File: src/rtl/bus_rr_xbar_if.sv
// Host/device bus bundle for bus_rr_xbar. The slave modport is the crossbar side;
// the master modport is the side that drives host requests and device responses.
interface bus_rr_xbar_if #(
  parameter int NrHosts      = 3,
  parameter int NrDevices    = 2,
  parameter int DataWidth    = 32,
  parameter int AddressWidth = 32
);
  logic                    host_req_i     [NrHosts];
  logic                    host_gnt_o     [NrHosts];
  logic [AddressWidth-1:0] host_addr_i    [NrHosts];
  logic                    host_we_i      [NrHosts];
  logic [DataWidth/8-1:0]  host_be_i      [NrHosts];
  logic [DataWidth-1:0]    host_wdata_i   [NrHosts];
  logic                    host_rvalid_o  [NrHosts];
  logic [DataWidth-1:0]    host_rdata_o   [NrHosts];
  logic                    host_err_o     [NrHosts];

  logic                    device_req_o    [NrDevices];
  logic [AddressWidth-1:0] device_addr_o   [NrDevices];
  logic                    device_we_o     [NrDevices];
  logic [DataWidth/8-1:0]  device_be_o     [NrDevices];
  logic [DataWidth-1:0]    device_wdata_o  [NrDevices];
  logic                    device_rvalid_i [NrDevices];
  logic [DataWidth-1:0]    device_rdata_i  [NrDevices];
  logic                    device_err_i    [NrDevices];

  modport slave (
    input  host_req_i, host_addr_i, host_we_i, host_be_i, host_wdata_i,
    output host_gnt_o, host_rvalid_o, host_rdata_o, host_err_o,
    output device_req_o, device_addr_o, device_we_o, device_be_o, device_wdata_o,
    input  device_rvalid_i, device_rdata_i, device_err_i
  );

  modport master (
    output host_req_i, host_addr_i, host_we_i, host_be_i, host_wdata_i,
    input  host_gnt_o, host_rvalid_o, host_rdata_o, host_err_o,
    input  device_req_o, device_addr_o, device_we_o, device_be_o, device_wdata_o,
    output device_rvalid_i, device_rdata_i, device_err_i
  );
endinterface

File: src/rtl/bus_rr_xbar.sv
// N-host / M-device crossbar with in-order response tracking FIFO and address decode.
// Define BUS_RR_XBAR_RR_ARB_EN for round-robin arbitration; otherwise fixed priority.

module bus_rr_xbar_dec #(
  parameter int NrDevices    = 2,
  parameter int AddressWidth = 32,
  parameter int DIW          = 1
) (
  input  logic [AddressWidth-1:0] addr_i,
  input  logic [AddressWidth-1:0] base_i [NrDevices],
  input  logic [AddressWidth-1:0] mask_i [NrDevices],
  output logic [DIW-1:0]          dev_o,
  output logic                    miss_o
);
  // Scan from the top so the lowest matching index is the one left standing.
  always_comb begin
    dev_o  = '0;
    miss_o = 1'b1;
    for (int d = NrDevices - 1; d >= 0; d--) begin
      if ((addr_i & mask_i[d]) == base_i[d]) begin
        dev_o  = DIW'(d);
        miss_o = 1'b0;
      end
    end
  end
endmodule

module bus_rr_xbar #(
  parameter int NrHosts        = 3,
  parameter int NrDevices      = 2,
  parameter int DataWidth      = 32,
  parameter int AddressWidth   = 32,
  parameter int MaxOutstanding = 4
) (
  input  logic                              clk_i,
  input  logic                              rst_i,
  bus_rr_xbar_if.slave                      bus,
  input  logic [AddressWidth-1:0]           cfg_device_addr_base [NrDevices],
  input  logic [AddressWidth-1:0]           cfg_device_addr_mask [NrDevices],
  output logic [$clog2(MaxOutstanding):0]   outstanding_o,
  output logic                              protocol_err_o
);
  localparam int HIW = (NrHosts > 1) ? $clog2(NrHosts) : 1;
  localparam int DIW = (NrDevices > 1) ? $clog2(NrDevices) : 1;
  localparam int PW  = $clog2(MaxOutstanding);
  localparam int OW  = PW + 1;

  typedef struct packed {
    logic [HIW-1:0] host;
    logic [DIW-1:0] dev;
    logic           dec_err;
  } entry_t;

  logic [DIW-1:0] hdev  [NrHosts];
  logic           hmiss [NrHosts];

  for (genvar h = 0; h < NrHosts; h++) begin : g_dec
    bus_rr_xbar_dec #(.NrDevices(NrDevices), .AddressWidth(AddressWidth), .DIW(DIW)) u_dec (
      .addr_i (bus.host_addr_i[h]),
      .base_i (cfg_device_addr_base),
      .mask_i (cfg_device_addr_mask),
      .dev_o  (hdev[h]),
      .miss_o (hmiss[h])
    );
  end

  entry_t         fifo_q [MaxOutstanding];
  logic [PW-1:0]  wr_ptr_q, wr_ptr_d, rd_ptr_q, rd_ptr_d;
  logic [OW-1:0]  cnt_q, cnt_d;
  logic           perr_q, perr_d;
  entry_t         head, push_e;
  logic           empty, full, pop, viol, can_grant;
  logic           gnt_vld;
  logic [HIW-1:0] gnt_idx;

  // Retirement: decode-error heads retire immediately, others wait for their device.
  always_comb begin
    head      = fifo_q[rd_ptr_q];
    empty     = (cnt_q == '0);
    full      = (cnt_q == OW'(MaxOutstanding));
    pop       = 1'b0;
    viol      = 1'b0;
    if (!empty) pop = head.dec_err | bus.device_rvalid_i[head.dev];
    for (int d = 0; d < NrDevices; d++) begin
      if (bus.device_rvalid_i[d] && (empty || head.dec_err || int'(head.dev) != d)) viol = 1'b1;
    end
    if (rst_i) begin
      pop  = 1'b0;
      viol = 1'b0;
    end
    can_grant = !rst_i && (!full || pop);
  end

`ifdef BUS_RR_XBAR_RR_ARB_EN
  logic [HIW-1:0] ptr_q, ptr_d;
  int             rr_j;

  always_comb begin
    gnt_vld = 1'b0;
    gnt_idx = '0;
    rr_j    = 0;
    for (int i = 0; i < NrHosts; i++) begin
      rr_j = int'(ptr_q) + i;
      if (rr_j >= NrHosts) rr_j = rr_j - NrHosts;
      if (!gnt_vld && bus.host_req_i[rr_j]) begin
        gnt_vld = 1'b1;
        gnt_idx = HIW'(rr_j);
      end
    end
    if (!can_grant) gnt_vld = 1'b0;
    ptr_d = ptr_q;
    if (gnt_vld) ptr_d = (int'(gnt_idx) == NrHosts - 1) ? '0 : HIW'(int'(gnt_idx) + 1);
  end

  always_ff @(posedge clk_i) begin
    if (rst_i) ptr_q <= '0;
    else       ptr_q <= ptr_d;
  end
`else
  always_comb begin
    gnt_vld = 1'b0;
    gnt_idx = '0;
    for (int i = 0; i < NrHosts; i++) begin
      if (!gnt_vld && bus.host_req_i[i]) begin
        gnt_vld = 1'b1;
        gnt_idx = HIW'(i);
      end
    end
    if (!can_grant) gnt_vld = 1'b0;
  end
`endif

  always_comb begin
    push_e   = '{host: gnt_idx, dev: hdev[gnt_idx], dec_err: hmiss[gnt_idx]};
    wr_ptr_d = wr_ptr_q + PW'(gnt_vld);
    rd_ptr_d = rd_ptr_q + PW'(pop);
    cnt_d    = cnt_q + OW'(gnt_vld) - OW'(pop);
    perr_d   = perr_q | viol;
  end

  always_ff @(posedge clk_i) begin
    if (rst_i) begin
      wr_ptr_q <= '0;
      rd_ptr_q <= '0;
      cnt_q    <= '0;
      perr_q   <= 1'b0;
    end else begin
      wr_ptr_q <= wr_ptr_d;
      rd_ptr_q <= rd_ptr_d;
      cnt_q    <= cnt_d;
      perr_q   <= perr_d;
    end
  end

  always_ff @(posedge clk_i) begin
    if (gnt_vld) fifo_q[wr_ptr_q] <= push_e;
  end

  always_comb begin
    for (int h = 0; h < NrHosts; h++) begin
      bus.host_gnt_o[h]    = gnt_vld && (gnt_idx == HIW'(h));
      bus.host_rvalid_o[h] = pop && (head.host == HIW'(h));
      bus.host_rdata_o[h]  = (bus.host_rvalid_o[h] && !head.dec_err) ? bus.device_rdata_i[head.dev] : '0;
      bus.host_err_o[h]    = bus.host_rvalid_o[h] && (head.dec_err || bus.device_err_i[head.dev]);
    end
  end

  always_comb begin
    for (int d = 0; d < NrDevices; d++) begin
      bus.device_req_o[d]   = gnt_vld && !hmiss[gnt_idx] && (int'(hdev[gnt_idx]) == d);
      bus.device_addr_o[d]  = bus.device_req_o[d] ? bus.host_addr_i[gnt_idx]  : '0;
      bus.device_we_o[d]    = bus.device_req_o[d] && bus.host_we_i[gnt_idx];
      bus.device_be_o[d]    = bus.device_req_o[d] ? bus.host_be_i[gnt_idx]    : '0;
      bus.device_wdata_o[d] = bus.device_req_o[d] ? bus.host_wdata_i[gnt_idx] : '0;
    end
  end

  assign outstanding_o  = cnt_q;
  assign protocol_err_o = perr_q;
endmodule

File: src/flat_wrapper.sv
// flat-port wrapper written by rule: the top's interface ports become plain ports
module bus_rr_xbar_flat 
#(
  parameter int NrHosts        = 3,
  parameter int NrDevices      = 2,
  parameter int DataWidth      = 32,
  parameter int AddressWidth   = 32,
  parameter int MaxOutstanding = 4
)
  (clk_i, rst_i, cfg_device_addr_base, cfg_device_addr_mask, outstanding_o, protocol_err_o, bus_host_req_i, bus_host_addr_i, bus_host_we_i, bus_host_be_i, bus_host_wdata_i, bus_host_gnt_o, bus_host_rvalid_o, bus_host_rdata_o, bus_host_err_o, bus_device_req_o, bus_device_addr_o, bus_device_we_o, bus_device_be_o, bus_device_wdata_o, bus_device_rvalid_i, bus_device_rdata_i, bus_device_err_i);
  bus_rr_xbar_if #(.NrHosts(NrHosts), .NrDevices(NrDevices), .DataWidth(DataWidth), .AddressWidth(AddressWidth)) bus_i ();
  input  logic clk_i;
  input  logic rst_i;
  input  logic [AddressWidth-1:0] cfg_device_addr_base[NrDevices];
  input  logic [AddressWidth-1:0] cfg_device_addr_mask[NrDevices];
  output logic [$clog2(MaxOutstanding):0] outstanding_o;
  output logic protocol_err_o;
  input wire logic [$bits(bus_i.host_req_i)-1:0] bus_host_req_i;
  input wire logic [$bits(bus_i.host_addr_i)-1:0] bus_host_addr_i;
  input wire logic [$bits(bus_i.host_we_i)-1:0] bus_host_we_i;
  input wire logic [$bits(bus_i.host_be_i)-1:0] bus_host_be_i;
  input wire logic [$bits(bus_i.host_wdata_i)-1:0] bus_host_wdata_i;
  output wire logic [$bits(bus_i.host_gnt_o)-1:0] bus_host_gnt_o;
  output wire logic [$bits(bus_i.host_rvalid_o)-1:0] bus_host_rvalid_o;
  output wire logic [$bits(bus_i.host_rdata_o)-1:0] bus_host_rdata_o;
  output wire logic [$bits(bus_i.host_err_o)-1:0] bus_host_err_o;
  output wire logic [$bits(bus_i.device_req_o)-1:0] bus_device_req_o;
  output wire logic [$bits(bus_i.device_addr_o)-1:0] bus_device_addr_o;
  output wire logic [$bits(bus_i.device_we_o)-1:0] bus_device_we_o;
  output wire logic [$bits(bus_i.device_be_o)-1:0] bus_device_be_o;
  output wire logic [$bits(bus_i.device_wdata_o)-1:0] bus_device_wdata_o;
  input wire logic [$bits(bus_i.device_rvalid_i)-1:0] bus_device_rvalid_i;
  input wire logic [$bits(bus_i.device_rdata_i)-1:0] bus_device_rdata_i;
  input wire logic [$bits(bus_i.device_err_i)-1:0] bus_device_err_i;
  assign bus_i.host_req_i = {>>{bus_host_req_i}};
  assign bus_i.host_addr_i = {>>{bus_host_addr_i}};
  assign bus_i.host_we_i = {>>{bus_host_we_i}};
  assign bus_i.host_be_i = {>>{bus_host_be_i}};
  assign bus_i.host_wdata_i = {>>{bus_host_wdata_i}};
  assign bus_host_gnt_o = {>>{bus_i.host_gnt_o}};
  assign bus_host_rvalid_o = {>>{bus_i.host_rvalid_o}};
  assign bus_host_rdata_o = {>>{bus_i.host_rdata_o}};
  assign bus_host_err_o = {>>{bus_i.host_err_o}};
  assign bus_device_req_o = {>>{bus_i.device_req_o}};
  assign bus_device_addr_o = {>>{bus_i.device_addr_o}};
  assign bus_device_we_o = {>>{bus_i.device_we_o}};
  assign bus_device_be_o = {>>{bus_i.device_be_o}};
  assign bus_device_wdata_o = {>>{bus_i.device_wdata_o}};
  assign bus_i.device_rvalid_i = {>>{bus_device_rvalid_i}};
  assign bus_i.device_rdata_i = {>>{bus_device_rdata_i}};
  assign bus_i.device_err_i = {>>{bus_device_err_i}};
  bus_rr_xbar #(.NrHosts(NrHosts), .NrDevices(NrDevices), .DataWidth(DataWidth), .AddressWidth(AddressWidth), .MaxOutstanding(MaxOutstanding)) u_core (.clk_i(clk_i), .rst_i(rst_i), .bus(bus_i), .cfg_device_addr_base(cfg_device_addr_base), .cfg_device_addr_mask(cfg_device_addr_mask), .outstanding_o(outstanding_o), .protocol_err_o(protocol_err_o));
endmodule
File: config.mk
export PLATFORM = sky130hd
export DESIGN_NAME = bus_rr_xbar_flat
export DESIGN_NICKNAME = d
export VERILOG_FILES = /design/src/rtl/bus_rr_xbar_if.sv /design/src/rtl/bus_rr_xbar.sv /design/src/flat_wrapper.sv
export SDC_FILE = /design/constraint.sdc
export NUM_CORES = 1
export LEC_CHECK = 0
export BUFFER_PORTS_ARGS = -buffer_cell sky130_fd_sc_hd__buf_2
export CORE_AREA = 4 4 253 255
export DETAILED_ROUTE_END_ITERATION = 8
export DIE_AREA = 0 0 257 259
export GPL_TIMING_DRIVEN = 1
export MAX_ROUTING_LAYER = met4
export PLACE_DENSITY = 0.34
export SLEW_MARGIN = 5
export SYNTH_ARGS = -nofsm -noshare
export SYNTH_HDL_FRONTEND = slang
export SYNTH_HIERARCHICAL = 1
export SYNTH_SLANG_ARGS = --single-unit
File: constraint.sdc
create_clock -name clk_i -period 3.41 [get_ports clk_i]
set_input_delay 0.1705 -clock clk_i [delete_from_list [all_inputs] [get_ports clk_i]]
set_output_delay 0.1705 -clock clk_i [all_outputs]
set_load 0.01 [all_outputs]
; ---- After elaboration in Yosys (flattened, before gate mapping)
; Memory sizes are Yosys's and may differ from the RTL's. A register that Yosys moved wholly into a read port is not among the register bits.
; Cells that the tools add are included.
[totals]
ff_bits = 8
ramBits = 16
in_bits = 408
wordCells = 132
n_memories = 1
[classes]
add_sub_neg = 4
order_cmp = 2
n_eq_ne = 11
muxes = 62
bitwise = 12
n_reduce_logical = 36
[mem_list]
columns = memory, depth, word_bits, rd, rd_clocked_by_memory_dff, wr, line
row1 = u_core.fifo_q, 4, 4, 1, 1, 1, bus_rr_xbar.sv:67  ; entry_t fifo_q [MaxOutstanding];
[ops]
columns = op, n
row1 = 32-bit two-way mux, 14
row2 = 32-bit bitwise AND, 6
row3 = 32-bit == test, 6
row4 = 32-bit binary-select mux with 2-bit select, 2
row5 = 1-bit two-way mux, 36
row6 = 1-bit logical AND, 22
row7 = 4-bit two-way mux, 4
row8 = 4-bit binary-select mux with 2-bit select, 1
row9 = 1-bit binary-select mux with 2-bit select, 3
row10 = 1-bit logical NOT, 6
row11 = 1-bit logical OR, 5
row12 = 2-bit by 1-bit adder with 2-bit output, 2
row13 = 2-bit by 1-bit == test with 1-bit output (second input constant), 2
row14 = 2-bit == test (second input constant), 2
row15 = 2-bit logical NOT, 2
row16 = 2-bit two-way mux, 2
row17 = 3-bit by 1-bit adder with 3-bit output, 1
row18 = 3-bit == test (second input constant), 1
row19 = 3-bit >= comparator (second input constant), 1
row20 = 3-bit logical NOT, 1
row21 = 2-bit inverter with 3-bit output, 1
row22 = 3-bit by 1-bit subtractor with 3-bit output, 1
row23 = 2-bit >= comparator (second input constant), 1
row24 = 1-bit inverter, 2
row25 = 2 further kinds, 3

; ---- Logic depth before layout (Yosys ltp)
; Gate-level depths: netlist (run 1).
[depth]
word_depth = 15
ltp_mapped = 13

; ---- Hierarchy
; Netlist (run 1), hierarchy kept.
[by_module_without_submodules]
columns = module, instances, cells_per_inst, area_per_inst_um2, seq_area_each_um2
row1 = bus_rr_xbar, 1, 724, 4300.4, 640.6
row2 = bus_rr_xbar_dec, 3, 172, 1181.1, 0.0

; ---- Worst setup path after synthesis (run 1)
; No wires, ideal clock.
[synth_timing]
path_type = register -> register
from = register, netlist name u_core/rd_ptr_q[0]
to = register u_core.cnt_q[2] (netlist: u_core/outstanding_o[2])
setup_time_ps = 128
arrival_time_ps = 3162
required_ps = 3282
setup_slack_ps = 121
path_stages_with_launch = 12
path_buffers = 0
cell_sequence = dfxtp_1 > mux4_2 > or4b_1 > o21ai_1 > ha_1 > inv_1 > ha_1 > inv_1 > fa_1 > xor2_1 > xnor2_1 > nor2_1
[synth_lines]
columns = element, line
row1 = to (signal assigned), bus_rr_xbar.sv:150  ; cnt_q <= cnt_d;
row2 = to (decl), bus_rr_xbar.sv:69  ; logic [OW-1:0] cnt_q, cnt_d;

==> results of run 1 <==
[layout make-up]
type / instances / area, um2 / share of cell area, %
Timing Repair Buffer: 719 / 3856 / 30.56
Inverter: 8 / 32.53 / 0.2578
Antenna cell: 11 / 27.53 / 0.2181
Tap cell: 837 / 1047 / 8.299
Multi-Input combinational cell: 1133 / 6909 / 54.75
Clock buffer: 3 / 75.07 / 0.5949
Sequential cell: 24 / 640.6 / 5.077
Clock inverter: 1 / 30.03 / 0.2380
[synthesized netlist by cell type, types with 2 or more instances]
master                     instances
sky130_fd_sc_hd__dfxtp_1           8
sky130_fd_sc_hd__a21oi_1          96
sky130_fd_sc_hd__buf_2             3
sky130_fd_sc_hd__xnor2_1           3
sky130_fd_sc_hd__mux2i_1          33
sky130_fd_sc_hd__nand4_1          24
sky130_fd_sc_hd__buf_4            11
sky130_fd_sc_hd__or2_2             2
sky130_fd_sc_hd__o22a_1           48
sky130_fd_sc_hd__nor3b_1           3
sky130_fd_sc_hd__a31o_2           69
sky130_fd_sc_hd__a211oi_2         12
sky130_fd_sc_hd__clkbuf_1         59
sky130_fd_sc_hd__and3b_1          49
sky130_fd_sc_hd__nand3_1          48
sky130_fd_sc_hd__nor4_2            3
sky130_fd_sc_hd__nor2_1          188
sky130_fd_sc_hd__nor4_1            4
sky130_fd_sc_hd__buf_1             2
sky130_fd_sc_hd__nor2b_1           7
sky130_fd_sc_hd__inv_2             2
sky130_fd_sc_hd__inv_1             6
sky130_fd_sc_hd__a21boi_0         48
sky130_fd_sc_hd__a21o_2            3
sky130_fd_sc_hd__nand2b_1          3
sky130_fd_sc_hd__nand2_1         144
sky130_fd_sc_hd__nor3_1          143
sky130_fd_sc_hd__edfxtp_1         16
sky130_fd_sc_hd__ha_1              4
sky130_fd_sc_hd__a211oi_1         37
sky130_fd_sc_hd__a21o_1           45
sky130_fd_sc_hd__and3_1           96
sky130_fd_sc_hd__nand3b_1          3
sky130_fd_sc_hd__mux4_2            4
sky130_fd_sc_hd__o21ai_0           2
[per-stage QoR]
step	instances	power, mW	instance area, um2	util (%)
floorplan	1240	1.362	7844	-
global placement	2721	2.316	12440	20.20
detailed placement	2721	2.325	12440	20.20
CTS	2725	2.665	12560	20.39
global route	2736	2.834	12620	20.49
finish	2736	2.631	12620	20.49
[layer usage]
metal,global-route usage (%),vias up,part of all wire (%)
met5,-,-,0
met4,3.743,0,2.1
met3,2.829,43,6.3
met2,30.67,534,52
met1,18.40,5800,39
li1,-,5989,-
[timing repair]
action | CTS | global route
cloned | 0 | 0
buffers inserted | 0 | 0
hold buffers | 0 | 0
hold endpoints to repair | 0 | 0
resized for setup | 2 | 6
pin swaps | 0 | 1
setup endpoints to repair | 2 | 5
[power groups by stage]
stage / Clock [mW] / Combinational [mW] / Sequential (mW)
2_1_floorplan: 0 / 0.962 / 0.400
3_3_place_gp: 0 / 1.92 / 0.401
3_5_place_dp: 0 / 1.93 / 0.399
4_1_cts: 0.340 / 1.93 / 0.393
5_1_grt: 0.351 / 2.08 / 0.401
6_report: 0.331 / 1.91 / 0.391
[layout by cell type (no fill, tap or decap), types with 4 or more instances in the layout]
| master | Yosys | final |
|---|---|---|
| sky130_fd_sc_hd__a211oi_1 | 37 | 35 |
| sky130_fd_sc_hd__a211oi_2 | 12 | 14 |
| sky130_fd_sc_hd__a21boi_0 | 48 | 48 |
| sky130_fd_sc_hd__a21o_1 | 45 | 45 |
| sky130_fd_sc_hd__a21oi_1 | 96 | 96 |
| sky130_fd_sc_hd__a31o_2 | 69 | 69 |
| sky130_fd_sc_hd__and3_1 | 96 | 96 |
| sky130_fd_sc_hd__and3b_1 | 49 | 49 |
| sky130_fd_sc_hd__buf_12 | 0 | 8 |
| sky130_fd_sc_hd__buf_2 | 3 | 656 |
| sky130_fd_sc_hd__buf_4 | 11 | 55 |
| sky130_fd_sc_hd__dfxtp_1 | 8 | 8 |
| sky130_fd_sc_hd__diode_2 | 0 | 11 |
| sky130_fd_sc_hd__edfxtp_1 | 16 | 16 |
| sky130_fd_sc_hd__ha_1 | 4 | 4 |
| sky130_fd_sc_hd__inv_1 | 6 | 6 |
| sky130_fd_sc_hd__mux2i_1 | 33 | 33 |
| sky130_fd_sc_hd__mux4_2 | 4 | 4 |
| sky130_fd_sc_hd__nand2_1 | 144 | 144 |
| sky130_fd_sc_hd__nand3_1 | 48 | 48 |
| sky130_fd_sc_hd__nand4_1 | 24 | 24 |
| sky130_fd_sc_hd__nor2_1 | 188 | 188 |
| sky130_fd_sc_hd__nor2b_1 | 7 | 7 |
| sky130_fd_sc_hd__nor3_1 | 143 | 141 |
| sky130_fd_sc_hd__nor4_1 | 4 | 4 |
| sky130_fd_sc_hd__o22a_1 | 48 | 48 |
[worst min path at each step]
stage | from | endpoint | depth (start not counted)
floorplan | rst_i | u_core/protocol_err_o | 2
global placement | u_core/protocol_err_o | u_core/protocol_err_o | 1
detailed placement | u_core/protocol_err_o | u_core/protocol_err_o | 1
CTS | rst_i | u_core/outstanding_o[1] | 2
global route | rst_i | u_core/outstanding_o[0] | 2
finish | rst_i | u_core/outstanding_o[1] | 2
[logic make-up after synthesis]
group / Yosys count
compound gates: 366
xor+xnor: 4
fa+ha+maj: 5
buf+inv: 83
flops: 24
mux: 38
simple gates: 720
[registers in the layout (all words and copies together) (netlist names)]
signal / flops
u_core/fifo_q: 16
u_core/outstanding_o: 3
u_core/rd_ptr_q: 2
u_core/protocol_err_o: 1
u_core/wr_ptr_q: 2
[critical path, delay by kind of cell]
| kind | cells | cell delay, ns |
|---|---|---|
| buffers and inverters | 7 | 1.04 |
| AO/OA/AOI/OAI | 3 | 0.75 |
| AND/OR/NAND/NOR | 6 | 1.06 |
==> results summary, run 1 <==
The flow ran to the end, and the final reports show no timing, DRC or antenna violations. The register-to-register path setup slack came out at roughly 0.33 ns. CTS placed an instance of sky130_fd_sc_hd__clkbuf_16 at the clock tree root. Of all cell types, the one taking the most synthesized area is sky130_fd_sc_hd__nor3_1. The post-detailed-route via-to-cell ratio is 4.520. For this run, the register share of the synthesized area comes to under 10%. The share of post-route cells with drive strength above 1 is 43.75%.

The count of nets left with antenna violations once routing finished came out at 0. Across the VDD grid, the largest voltage drop is 0.1770 mV. Once detailed placement completed, the half-perimeter wirelength came to 50,410 um. The critical path arrival is 3.04 ns. After synthesis, the cell types taking the most area are sky130_fd_sc_hd__nor3_1 (9.1%), sky130_fd_sc_hd__nor2_1 (9.0%), sky130_fd_sc_hd__a31o_2 (7.7%), sky130_fd_sc_hd__and3_1 (7.7%), sky130_fd_sc_hd__nand2_1 (6.9%). The largest driver fanout on the critical path is 25. The tightest min-delay check is of the input pin to flip-flop type. The count of final max-slew check failures came out at 0. The core area came out at 0.06160 mm2. The last weighted congestion value of the routability-driven placer came out at about 0.96. The synthesized netlist devotes 0.4466% of its cell area to XOR and XNOR gates.

The setup slack at placement is -0.1945 ns. In this design, the stage delay of the slowest critical-path cell is approximately 0.36 ns. Multiplexer cells account for about 5.5% of the synthesized area. The wire length of the first global-routing pass came out at 81,210 um. The DRC violation total after the first TritonRoute iteration is 688. Walking the worst path, the cells encountered are buf_2, a21o_1, a211oi_1, nand4_1, buf_4, nor4_1, buf_4, nor2b_1, and3b_1, a211oi_1, or2_4, clkinv_2, buf_12, buf_12, nor3_1, buf_2. The mean area per synthesized cell came out at 6.326 um2. The cell area that synthesis handed to floorplanning was 0.007844 mm2. The internal portion of the total power is about 1.4 mW. The chip height is about 260 um. The critical path ends at bus_device_addr_o[63]. In the synthesized netlist the dominant register cell turns out to be sky130_fd_sc_hd__edfxtp_1. The worst path meets setup with 0.1995 ns of slack.

The compound-cell area share of the yosys netlist is 34.65%. The element type at the critical path start is an input pin. The post-synthesis cell type count is 47.

The tool flagged a number of max-cap violations equal to 0. The depth of the CTS H-tree came out at 1. Setup repair after global routing left no endpoint under its margin. The detailed-route wire length came out at 58,100 um.

The number of buffers added by the clock tree synthesis step came out at 3. The data required time at the worst endpoint came out at 3.24 ns. In the final design database the tool counted 2,302 nets.

The endpoint identified for the worst register-to-register timing path is u_core/outstanding_o[2]. The total setup violations reported at the end of the flow came out at 0. By area, the combinational part of the netlist is dominated by simple AND/OR/NAND/NOR gates. The deepest clock path buffer count came out at 2. After layout, the minimum clock period comes to 3.211 ns. The analysis attributes to cell leakage a power of 6.819 nW.

In this run, synthesis produced a sequential element count of 24. The simple-gate portion of the synthesized area came out at between 40 and 50%. The post-route DRC violation count is 0. The critical path class is input pin to output pin. The sequential share of power is 14.8%. The die footprint is 0.06656 mm2. The upper clock frequency limit came out at ~310 MHz.

Summed over all layers, the global routing overflow is 0. The count of pins on the block boundary is approximately 660. In this run the tool buffered the top-level ports with 656 buffer cells. At the pin with the least slew margin, the transition time is 0.7032 ns. The fraction of power spent switching nets is 47.34%. The share of the cycle needed by the critical path after routing came out at 94.15%. The latest clock arrival within the worst-skew pair is 0.25 ns.

The row count is 91. The switching component of the power came out at approximately 1.2 mW. The worst-case hold slack came out at 0.2305 ns. The share of synthesized flip-flops with an asynchronous set or reset came out at 0%. The register clock-pin slew on the reported worst setup and hold paths came out at approximately 0.06 ns. Counting the fill cells in the layout gives 7,115. The worst setup path is captured at an output pin. The number of global-route vias before repair is 12,010. The number of antenna violations at the first check in global routing is 12.

The area added between synthesis and finish is 60.87%. The width of the die came out at approximately 260 um. The power density over the cells came out at roughly 210 mW/mm2. The setup total negative slack is 0 ns. The routed layout has 12,370 vias.

Yosys printed 6 warnings. The headroom to the max-slew limit came out at 53.12%. Before antenna repair, the detailed router went through 5 iterations. Entering global routing, the biggest net connects 67 pins. The beginning of the critical path is cfg_device_addr_mask[54]. The worst flop-to-flop path startpoint is u_core/rd_ptr_q[0]. The critical-path cell with the highest stage delay is sky130_fd_sc_hd__a211oi_1. Global routing consumed, over all layers together, 16.47% of the routing resources. The clock sink count is 24.

The per-cell routed wire length is 21.24 um. The instance count of the mapped netlist is 1,240. The synthesized-area fraction occupied by adder cells came out at 0.8933%. For the worst flop-to-flop path, the logic depth is 11. The final-report hold violation count came out at 0. TritonCTS built the clock tree. The area share of the leading cell type in the synthesized netlist came out at under 10%.

The setup clock skew after layout is 0.003361 ns. The combinational cell fraction of total power came out at 72.6%. The count of flip-flops with a built-in enable after synthesis is 16. The part of the total power dissipated in the clock network is 12.6%. The total nets after synthesis is around 1,700. The starting density of the core came out at 12.73%.
Power figures use the tool's default switching activity.
==> inputs of run 2 (changes only) <==
--- a/config.mk
+++ b/config.mk
@@ -6,12 +6,14 @@
 export NUM_CORES = 1
 export LEC_CHECK = 0
 export BUFFER_PORTS_ARGS = -buffer_cell sky130_fd_sc_hd__buf_2
-export CORE_AREA = 4 4 253 255
+export CELL_PAD_IN_SITES_DETAIL_PLACEMENT = 1
+export CELL_PAD_IN_SITES_GLOBAL_PLACEMENT = 2
+export CORE_AREA = 4 4 255 257
 export DETAILED_ROUTE_END_ITERATION = 8
-export DIE_AREA = 0 0 257 259
+export DIE_AREA = 0 0 259 261
 export GPL_TIMING_DRIVEN = 1
 export MAX_ROUTING_LAYER = met4
-export PLACE_DENSITY = 0.34
+export PLACE_DENSITY = 0.62
 export SLEW_MARGIN = 5
 export SYNTH_ARGS = -nofsm -noshare
 export SYNTH_HDL_FRONTEND = slang
==> results summary, run 2 (synthesis gave the netlist of run 1 again) <==
The critical path arrival came out at 3.18 ns (+0.14 ns). The cell at the root of the clock tree is sky130_fd_sc_hd__clkbuf_16. The via count of the routed design came out at 12,520 (+1.3%). The capturing element type of the critical path is an output pin. The worst setup path is of the input pin to output pin kind. The DRC violation total after the first TritonRoute iteration came out at 675 (-1.9%).

The number of port buffers is 656 (unchanged). The final-layout fill cell count is 7,965 (+12%). The total leakage power came out at 6.764 nW (-0.81%).

The total of max-cap violations is 0 (unchanged). The library cell used most frequently in the layout, excluding fill and tap cells, is sky130_fd_sc_hd__buf_2. The run finished with clean final reports.

Leaving out fill and tap cells, the most frequent cells in the layout are sky130_fd_sc_hd__buf_2 (656), sky130_fd_sc_hd__nor2_1 (188), sky130_fd_sc_hd__nand2_1 (144). The depth of the CTS H-tree came out at 1 (unchanged). The length of the first detailed-routing pass in iterations is 5 (unchanged).

The post-DP HPWL is 54,020 um (+7.1%). The width of the die came out at 259 um (+0.78%). The register clock-pin slew on the reported worst setup and hold paths is 0.06 ns (about the same). The worst path buffer plus inverter count is 5 (-2). The upper clock frequency limit was 298.6 MHz (-4.1%).

The most flop-heavy register is u_core/fifo_q. The number of cells in the design after placement was 2,719 (-0.074%). The met3 usage came out at 2.040% (-0.79 points). The global-route usage over all layers came to 17.42% (+0.94 points).

The number of flip-flops under the largest register name came out at 16 (unchanged). The total setup violations reported at the end of the flow came to 0 (unchanged). The register area came to 640.6 um2 (unchanged). The worst setup path is launched from an input pin.

The wire length of the first global-routing pass was 87,200 um (+7.4%). The deepest clock path buffer count is 2 (unchanged). The endpoint with the worst hold slack is u_core/outstanding_o[1].

The number of buffers added by the clock tree synthesis step came to 3 (unchanged). The detailed-route wire length is 62,370 um (+7.3%). The latest clock arrival within the worst-skew pair was 0.26 ns (about the same). The area added between synthesis and finish is 60.62%. Setup repair after global routing could not meet its margin everywhere. The fraction of power spent switching nets is 49.75% (+2.4 points). The net count reported at finish is 2,292 (-0.43%). The setup clock skew after layout is 0.002679 ns (-0.0006821 ns).

The share of the cycle needed by the critical path after routing is 98.22% (+4.1 points). The post-route standard cell area excluding fillers was 0.01260 mm2 (-0.16%). The final-report hold violation count came out at 0 (unchanged). The count of pins on the block boundary is 657 (unchanged). met2 is the most crowded layer. The fraction of met2 tracks used by global routing was 33.40% (+2.7 points). The chip height came out at 261 um (+0.77%). The part of the total power dissipated in the clock network is 9.7% (-2.9 points). TritonCTS built the clock tree.

The type of the tightest min-delay check is input pin to flip-flop. The register-to-register path setup slack came to 0.28 ns (-0.05 ns). The number of buffers added to fix hold violations after cts came out at 0 (unchanged). The final standard cell count with taps included and fillers excluded came out at 2,732 (-0.15%). The delay of the slowest cell on the worst path is 0.33 ns (-0.03 ns). The combinational cell fraction of total power came out at 75.0% (+2.4 points). The core area was 0.06274 mm2 (+1.8%). The number of antenna violations at the first check in global routing is 12 (unchanged). The number of global-route vias before repair came out at 12,990 (+8.1%).

The largest driver fanout on the critical path is 16 (-36%). The share of post-route cells with drive strength above 1 came to 44.14% (+0.39 points). The area taken by multi-input logic gates is 0.006967 mm2 (+0.83%). The die footprint came out at 0.06760 mm2 (+1.6%). The cell area reported after detailed placement came out at 0.01239 mm2 (-0.47%). The most numerous cell type found on the critical path is sky130_fd_sc_hd__buf_2. The row count is 92 (+1.1%). The starting density of the core is 12.50% (-0.23 points).

The worst hold path begins at rst_i. The sequential share of power is 15.2% (+0.4 points). The data required time at the worst endpoint is 3.24 ns (about the same).

The headroom to the max-slew limit is 44.84% (-8.3 points). The worst register-to-register path begins at u_core/rd_ptr_q[0]. The peak supply drop came to 0.1920 mV (+8.5%). In this design, the largest share of critical-path delay is due to simple AND/OR/NAND/NOR gates. The largest net degree at the start of global routing is 75 (+12%). The setup total negative slack came out at 0 ns (unchanged).

The last weighted congestion value of the routability-driven placer came to 0.9596 (+0.40%). The met1 track demand over resource was 19.57% (+1.2 points). The switching component of the power is 1.293 mW (+3.8%). The per-cell routed wire length is 22.83 um (+7.5%). The post-route DRC violation count came out at 0 (unchanged). The slowest stage of the critical path belongs to the cell sky130_fd_sc_hd__nor4_1. The remaining antenna violation count is 0 (unchanged). The power density over the cells came out at 206.3 mW/mm2 (-1.1%). The post-detailed-route via-to-cell ratio was 4.584 (+1.4%). The endpoint identified for the worst register-to-register timing path is u_core/outstanding_o[2]. The count of final max-slew check failures was 0 (unchanged). The clock sink count is 24 (unchanged). The critical path goes through buf_2, a21o_1, a211oi_2, nand4_1, nor4_1, buf_4, nor2_1, nor3b_2, o31a_1, o211ai_4, buf_6, buf_12, nor3_1, buf_2. The number of cells on the critical path is 14 (-2).

The internal portion of total power came out at 1.306 mW (-5.7%). The transition time at the pin with the least slew margin is 0.8255 ns (+0.1224 ns). The hold path depth came out at 2 (unchanged). The final critical-path required period is 3.349 ns (+0.1387 ns). The number of cells traversed by the worst register-to-register path is 13 (+2). The aggregate global routing overflow is 0 (unchanged).
## run 2: changes by cell type in the layout (fill, tap and decap cells not counted), moves of 3 or more
cell                      delta
sky130_fd_sc_hd__buf_4      -13
sky130_fd_sc_hd__diode_2     -3
sky130_fd_sc_hd__nor3_1      -9
sky130_fd_sc_hd__nor3_2     +10
sky130_fd_sc_hd__nor4_2      +3
## run 2: cell type report
class | instances | share of cell area, %
Antenna cell | 8 | 0.1589
Clock buffer | 3 | 0.5959
Clock inverter | 1 | 0.02979
Inverter | 8 | 0.2582
Multi-Input combinational cell | 1133 | 55.30
Sequential cell | 24 | 5.085
Tap cell | 846 | 8.402
Timing Repair Buffer | 709 | 30.17
## run 2: power by group through the flow
stage	Sequential [mW]	Clock, mW	Combinational [mW]
3_3_place_gp	0.402	0	1.92
5_1_grt	0.402	0.271	2.11
3_5_place_dp	0.405	0	1.96
4_1_cts	0.399	0.259	1.97
6_report	0.395	0.253	1.95
2_1_floorplan	0.400	0	0.962
## run 2: metrics by stage
stage	hold WS [ns]	power [mW]	setup slack, ns	utilization (%)
3_5_place_dp	0.4560	2.364	-0.1889	19.74
3_3_place_gp	0.4588	2.326	-0.2603	19.74
4_1_cts	0.2310	2.628	0.04223	19.91
5_1_grt	0.2568	2.785	-0.03101	20.08
6_report	0.2256	2.598	0.06083	20.08
2_1_floorplan	0.3563	1.362	0.1208	-
## run 2: per-layer routing
layer	vias to the layer above	part of all wire, %
met5	-	0
met4	0	1.8
li1	5969	-
met1	6044	40
met3	40	5.4
met2	470	53
## run 2: worst max path at each step
stage                                         end  slack, ns                     start
after floorplan           u_core/outstanding_o[2]       0.12        u_core/rd_ptr_q[0]
after global placement      bus_device_addr_o[60]      -0.26  cfg_device_addr_mask[44]
after detailed placement    bus_device_addr_o[47]      -0.19  cfg_device_addr_mask[44]
after CTS                  bus_device_wdata_o[26]       0.04  cfg_device_addr_mask[44]
after global routing        bus_device_addr_o[47]      -0.03  cfg_device_addr_mask[44]
final                      bus_device_wdata_o[30]       0.06  cfg_device_addr_mask[44]
## run 2: what timing repair did
action / 4_1_cts / 5_1_grt
setup buffers: 0 / 1
resized for setup: 6 / 15
endpoints found under the setup margin: 132 / 133
cloned: 0 / 0
hold endpoints to repair: 0 / 0
pin swaps: 3 / 4
